## src/rtl/axis_bram_recorder.sv

```systemverilog
// axis_bram_recorder
//   Records an AXI-Stream into a BRAM ring buffer with pre-trigger history,
//   a trigger beat and a post-trigger tail. It runs as a one-shot capture or
//   re-arms continuously. BRAM writes are combinational from the current beat,
//   so they have zero latency.
// Ports
//   aclk, areset          : clock, synchronous active-high reset
//   cfg_start             : start/restart; latches cfg_mode/last/pre/post
//   cfg_mode              : 0 one-shot, 1 continuous re-arm
//   cfg_last              : last ring address (wrap point)
//   cfg_pre / cfg_post    : beats written before arming / after the trigger
//   trg_in                : trigger qualifier for the current beat
//   sts_addr/sts_trg_addr : next write address / address of the last trigger
//   sts_state, sts_done   : FSM state encoding, high while in DONE
//   s_axis_*              : input stream (always ready)
//   b_bram_*              : BRAM write port
module axis_bram_recorder #(
    parameter int AXIS_TDATA_WIDTH = 32,
    parameter int BRAM_DATA_WIDTH  = 32,
    parameter int BRAM_ADDR_WIDTH  = 10
) (
    input  logic                         aclk,
    input  logic                         areset,
    input  logic                         cfg_start,
    input  logic                         cfg_mode,
    input  logic [BRAM_ADDR_WIDTH-1:0]   cfg_last,
    input  logic [BRAM_ADDR_WIDTH-1:0]   cfg_pre,
    input  logic [BRAM_ADDR_WIDTH-1:0]   cfg_post,
    input  logic                         trg_in,
    output logic [BRAM_ADDR_WIDTH-1:0]   sts_addr,
    output logic [BRAM_ADDR_WIDTH-1:0]   sts_trg_addr,
    output logic [2:0]                   sts_state,
    output logic                         sts_done,
    input  logic [AXIS_TDATA_WIDTH-1:0]  s_axis_tdata,
    input  logic                         s_axis_tvalid,
    output logic                         s_axis_tready,
    output logic                         b_bram_clk,
    output logic                         b_bram_rst,
    output logic                         b_bram_en,
    output logic [BRAM_DATA_WIDTH/8-1:0] b_bram_we,
    output logic [BRAM_ADDR_WIDTH-1:0]   b_bram_addr,
    output logic [BRAM_DATA_WIDTH-1:0]   b_bram_wdata
);
    localparam int AW = BRAM_ADDR_WIDTH;

    if (AXIS_TDATA_WIDTH != BRAM_DATA_WIDTH) begin : g_bad_width
        $error("AXIS_TDATA_WIDTH must equal BRAM_DATA_WIDTH");
    end
    if (BRAM_DATA_WIDTH % 8 != 0) begin : g_bad_bytes
        $error("BRAM_DATA_WIDTH must be a multiple of 8");
    end

    typedef enum logic [2:0] {
        IDLE  = 3'd0,
        PRE   = 3'd1,
        ARMED = 3'd2,
        POST  = 3'd3,
        DONE  = 3'd4
    } state_t;

    state_t        state;
    logic [AW-1:0] addr_q, trg_q, cnt;
    logic [AW-1:0] last_r, pre_r, post_r;
    logic          mode_r, done_q;

    logic          capturing, wr_en;
    logic [AW-1:0] cnt_inc;
    state_t        end_state;

    assign capturing = (state == PRE) || (state == ARMED) || (state == POST);
    // Reset gates the write strobe combinationally so nothing lands in BRAM
    // during the reset cycle, even mid-capture.
    assign wr_en     = s_axis_tvalid && capturing && !areset;
    assign cnt_inc   = cnt + 1'b1;
    // Where a completed post-trigger tail goes: stop, or re-arm in place.
    assign end_state = !mode_r ? DONE : ((pre_r != '0) ? PRE : ARMED);

    assign s_axis_tready = 1'b1;
    assign b_bram_clk    = aclk;
    assign b_bram_rst    = areset;
    assign b_bram_en     = wr_en;
    assign b_bram_we     = {(BRAM_DATA_WIDTH/8){wr_en}};
    assign b_bram_addr   = addr_q;
    assign b_bram_wdata  = s_axis_tdata;

    assign sts_addr      = addr_q;
    assign sts_trg_addr  = trg_q;
    assign sts_state     = state;
    assign sts_done      = done_q;

    always_ff @(posedge aclk) begin
        if (areset) begin
            state  <= IDLE;
            addr_q <= '0;
            trg_q  <= '0;
            cnt    <= '0;
            done_q <= 1'b0;
            mode_r <= 1'b0;
            last_r <= '0;
            pre_r  <= '0;
            post_r <= '0;
        end else if (cfg_start) begin
            mode_r <= cfg_mode;
            last_r <= cfg_last;
            pre_r  <= cfg_pre;
            post_r <= cfg_post;
            addr_q <= '0;
            cnt    <= '0;
            done_q <= 1'b0;
            state  <= (cfg_pre != '0) ? PRE : ARMED;
        end else if (wr_en) begin
            // Equality wrap; an address already past last_r rolls at 2^AW.
            addr_q <= (addr_q == last_r) ? '0 : addr_q + 1'b1;
            case (state)
                PRE: begin
                    if (cnt_inc == pre_r) begin
                        state <= ARMED;
                        cnt   <= '0;
                    end else begin
                        cnt <= cnt_inc;
                    end
                end
                ARMED: begin
                    if (trg_in) begin
                        trg_q <= addr_q;
                        cnt   <= '0;
                        if (post_r == '0) begin
                            state  <= end_state;
                            done_q <= !mode_r;
                        end else begin
                            state <= POST;
                        end
                    end
                end
                POST: begin
                    if (cnt_inc == post_r) begin
                        state  <= end_state;
                        cnt    <= '0;
                        done_q <= !mode_r;
                    end else begin
                        cnt <= cnt_inc;
                    end
                end
                default: ;
            endcase
        end
    end
endmodule

```

## config.mk

```make
export PLATFORM = sky130hd
export DESIGN_NAME = axis_bram_recorder
export DESIGN_NICKNAME = d
export VERILOG_FILES = /design/src/rtl/axis_bram_recorder.sv
export SDC_FILE = /design/constraint.sdc
export NUM_CORES = 1
export LEC_CHECK = 0
export BUFFER_PORTS_ARGS = -buffer_cell sky130_fd_sc_hd__buf_2
export CORE_ASPECT_RATIO = 2
export CORE_MARGIN = 8
export CORE_UTILIZATION = 43
export CTS_CLUSTER_SIZE = 8
export DETAILED_ROUTE_END_ITERATION = 6
export GPL_TIMING_DRIVEN = 0
export PLACE_DENSITY = 0.81
export SLEW_MARGIN = 20
export SYNTH_ARGS = -nofsm -noshare
export SYNTH_HDL_FRONTEND = slang
export SYNTH_SLANG_ARGS = --single-unit
```

## constraint.sdc

```tcl
create_clock -name aclk -period 4.09 [get_ports aclk]
set_clock_uncertainty 0.05 [all_clocks]
set_input_delay 0.2045 -clock aclk [delete_from_list [all_inputs] [get_ports aclk]]
set_output_delay 0.2045 -clock aclk [all_outputs]
set_load 0.02 [all_outputs]
```

=== Word-level counts from Yosys, hierarchy flattened ===
Cells that the tools add are included.

* Bits in registers: 65
* Bits of input ports: 68
* Output and inout bits: 74
* Logic and storage cells: 61

* $add $sub $neg: 2
* Equality and inequality tests: 12
* Multiplexer cells: 19
* Bitwise operators: 1
* Reduce and logical (&&, ||, !) cells: 18

{| class="wikitable"
|+ Operators by type and width
! cell !! number
|-
| two-way mux 10 bit || 4
|-
| equality test 10 bit || 3
|-
| one-hot mux 10 bit (3 select lines) || 1
|-
| two-way mux 3 bit || 7
|-
| adder 10 x 1 -> 10 bit, second input constant || 2
|-
| nonzero test 10 bit || 2
|-
| zero test 10 bit || 1
|-
| AND reduction 5 bit || 2
|-
| one-hot mux 3 bit (3 select lines) || 1
|-
| equality test 3 x 2 -> 1 bit, second input constant || 2
|-
| inequality test 3 x 2 -> 1 bit, second input constant || 2
|-
| two-way mux 2 bit || 2
|-
| inequality test 2 x 1 -> 1 bit, second input constant || 2
|-
| AND reduction 4 bit || 1
|-
| nonzero test 2 bit || 2
|-
| nonzero test 4 bit || 1
|-
| equality test 3 x 1 -> 1 bit, second input constant || 1
|-
| two-way mux 1 bit || 3
|-
| inequality test 3 bit, second input constant || 1
|-
| AND reduction 3 bit || 1
|-
| nonzero test 3 bit || 1
|-
| logical AND 1 bit || 2
|-
| zero test 1 bit || 2
|-
| logical OR 1 bit || 2
|-
| other kinds (4) || 4
|}

=== Longest topological paths before layout ===
* Depth in word-level cells: 8
* Gate-level depth with buffers: 10
* Gate-level depth less buffers: 8

==> results <==
- The initial antenna violation count is 0.
- The number of warnings reported in the yosys synthesis log is 0.
- Setup repair after global routing left no endpoint under its margin.
- 142 I/O pins were placed.
- The adder-cell share of the synthesized area is 0.6562%.
- The mapped netlist covers 3814 sq um.
- Data arrives at the worst endpoint at 3.41 ns.
- The post-synthesis instance total is 450.
- By count the netlist is led by 65 x dfxtp_1, 65 x nor2_1, 49 x buf_4.
- The overall global routing resource usage is 21.86%.
- The first-pass GRT wire length is 20.65 mm.
- The critical path startpoint category is a flop.
- The via count of the first global-routing pass is 4264.
- Summing all placed instances gives a cell area of 4469 sq um.
- The highest net fanout along the worst path is 10.
- The number of setup violations in the final report is 0.
- The mux share of post-synthesis cell area is 11.58%.
- The filler cell count is 748.
- Summed over all layers, the global routing overflow is 0.
- The synthesized netlist contains 54 unique library cells.
- The width of the die is 82.59 microns.
- The post-synthesis cell type with the largest combined area is dfxtp_1.
- The number of slew-limit violations in the final report came to 0.
- Summed over all layers, the routed wires come to 13.36 mm.
- The share of synthesized flip-flops with an asynchronous set or reset is 0%.
- The simple-gate portion of the synthesized area is 19.75%.
- Row generation in the floorplan step produced 48 rows.
- The final weighted congestion in routability-driven placement is 0.9311.
- For the pin with the worst max-slew slack, the measured transition is 0.9071 ns.
- The total negative slack for setup checks is 0 ns.
- The net count of the mapped netlist is 520.
- In the final layout, the share of cells above drive strength 1 is 30.68%.
- TritonCTS built the clock tree.
- The number of setup buffers added after CTS is 0.
- The mean instance size in the synthesized netlist is 8.475 sq um.
- The post-DP HPWL is 9.751 mm.
- The share of the synthesized area in the top cell type is 34.12%.
- In the final design database the tool counted 668 nets.
- The first-pass iteration count of the detailed router is 5.
- The hold violation count in the final report is 0.
- The worst setup path is of the flop to flop kind.
- In this run the standard cell core region covers 8648 sq um.
- The clock transition time at the flip-flop clock pins of the worst setup and hold paths is 0.05 ns.
- Entering global routing, the biggest net connects 12 pins.
- The flow ran to the end, and the final reports show no timing, DRC or antenna violations.
- For this configuration, the core starts out at a cell density of 44.10%.
- Compared with the post-synthesis result, the final layout area differs by 34.81%.
- The overall die height is 149.2 microns.
- The synthesized netlist devotes 8.629% of its cell area to XOR and XNOR gates.
- The worst-case IR drop observed on VDD is 0.3130 mV.
- STA puts the critical path data required time at 4.41 ns.
- Based on the critical path, the design can be clocked at up to 0.3240 GHz.
- In the finished design, the share of the clock period the worst path needs comes to 75.46%.
- STA classifies the critical path endpoint as a flop.
- The proportion of synthesized chip area in sequential cells is 34.12%.
- 0 antenna diodes ended up in the layout.
- In this run the remaining antenna-violating nets after routing total 0.
- After synthesis, the largest family of logic cells by area is simple AND/OR/NAND/NOR gates.
- The worst-skew pair later-pin latency is 0.44 ns.
- After clock tree synthesis, the flow added hold-fix buffers numbering 28.
- Max-cap violations in this run came to 0.
- The number of violations reported at the end of detailed-routing iteration 0 is 258.
- The DRC violation count after routing is 0.
- Dividing the detail-routed via count by the number of cells gives 5.603.
- The max-slew headroom at the worst pin is 39.53%.
- The clock period minus final worst setup slack is 3.086 ns.
- The post-route cell area is 5141 sq um.
- The leakage power total is 2.466 nW.
- In this run, post-CTS repair resized a total of 0 instances.
- In this run, synthesis inferred 0 flip-flops with an integrated enable.
- Summing the areas of all compound-gate instances in the mapped netlist gives 11.78% of the synthesized area.
- The path class of the tightest hold or removal check is input port to flop.
- After synthesis the netlist holds a flip-flop and latch count of 65.
- The total of buffers placed on input and output ports is 106.
- Dividing the detail-routed wire length by the instance count gives 19.00 microns.
- The overall via count from detail_route is 3939.
- For this design the ratio of total power to cell area is 372.4 nW/um^2.
- Sorting the synthesized cells by area gives the leading types as dfxtp_1 34%, mux2i_1 11%, buf_4 9.6%.
- The floorplan step defined a die boundary enclosing 12320 sq um.
- In the synthesized netlist the dominant register cell turns out to be dfxtp_1.
-- cell usage in the layout, fill, tap and decap left out, drive strengths merged, types with 2 or more instances in the layout --
cell / n
mux2i: 43
o21a: 3
nand2: 26
buf: 164
o2111a: 3
ha: 2
dfxtp: 65
clkinvlp: 2
o21ai: 7
nor4: 12
dlygate4sd3: 28
and3: 2
o31a: 2
nor2: 65
nor3b: 2
or4: 6
o31ai: 3
nor4bb: 4
a31oi: 2
and4: 3
xor2: 19
nor3: 10
a2bb2o: 2
nand4: 5
and2: 3
nand3: 12
xnor2: 16
o2111ai: 2
clkbuf: 34
o22ai: 6
or2: 2
a21oi: 16
o211ai: 5
inv: 7
-- metal layers --
metal  routed length (microns)  GRT usage, %
met1                      4164         18.80
met2                      7359         40.28
met3                      1119         5.797
met4                       714         15.91
met5                         0             0
-- where the power goes --
group | internal, mW | switching [mW] | total, mW
logic | 0.119 | 0.133 | 0.252
registers | 0.655 | 0.0282 | 0.683
clock network | 0.663 | 0.318 | 0.980
total | 1.44 | 0.478 | 1.91
-- cell type report --
class | count | area (sq um) | area share [%]
Timing Repair Buffer | 133 | 805.8 | 15.67
Sequential cell | 65 | 1301 | 25.31
Tap cell | 100 | 125.1 | 2.434
Multi-Input combinational cell | 301 | 2002 | 38.94
Clock buffer | 16 | 346.6 | 6.741
Clock inverter | 4 | 50.05 | 0.9735
Inverter | 7 | 26.28 | 0.5111
Buffer | 77 | 484.2 | 9.418
-- through the flow --
step                      worst slack [ns]  instances  util, %  hold WS (ns)  power (mW)
after global placement               1.151        656    51.68        0.3689      0.9500
final                                1.004        703    59.45      0.001253       1.915
after global routing                0.8368        703    59.45       0.03230       1.972
after detailed placement             1.119        656    51.68        0.3689      0.9555
after floorplan                      1.512        450        -        0.2671      0.8724
after CTS                            1.082        703    59.45      0.003192       1.913
-- critical path, cell delays in order (launching register included) --
cell	delay, ns
dfxtp_1	0.30
buf_2	0.20
nand4_1	0.38
or4_1	0.63
a21oi_1	0.17
nor4bb_1	0.09
a21oi_1	0.73
a2bb2o_1	0.33
a21oi_1	0.13
-- logic make-up (layout without fill, tap and decap cells) --
kind of cell | Yosys count | count (layout)
buf+inv | 84 | 237
xor+xnor | 36 | 36
fa+ha+maj | 2 | 2
compound gates | 63 | 63
simple gates | 155 | 155
flops | 65 | 65
other cells | 1 | 1
mux | 44 | 44
-- final timing paths --
check | startpoint | end | slack, ns | depth (start not counted)
worst max register to register | cnt[6]$_SDFFE_PP0P_ | cnt[8]$_SDFFE_PP0P_ | 1.00 | 8
worst min register to register | sts_trg_addr[1]$_SDFFE_PP0P_ | sts_trg_addr[1]$_SDFFE_PP0P_ | 0.44 | 2
worst min-delay path | cfg_pre[6] | pre_r[6]$_SDFFE_PP0P_ | 0.001 | 3
worst max-delay path | cnt[6]$_SDFFE_PP0P_ | cnt[8]$_SDFFE_PP0P_ | 1.00 | 8
-- state kept, by name (all words and copies together) (netlist names) --
register / flops
sts_state: 3
mode_r: 1
sts_done: 1
sts_trg_addr: 10
b_bram_addr: 10
cnt: 10
last_r: 10
post_r: 10
pre_r: 10
No activity file was read; power rests on OpenSTA's default activity.
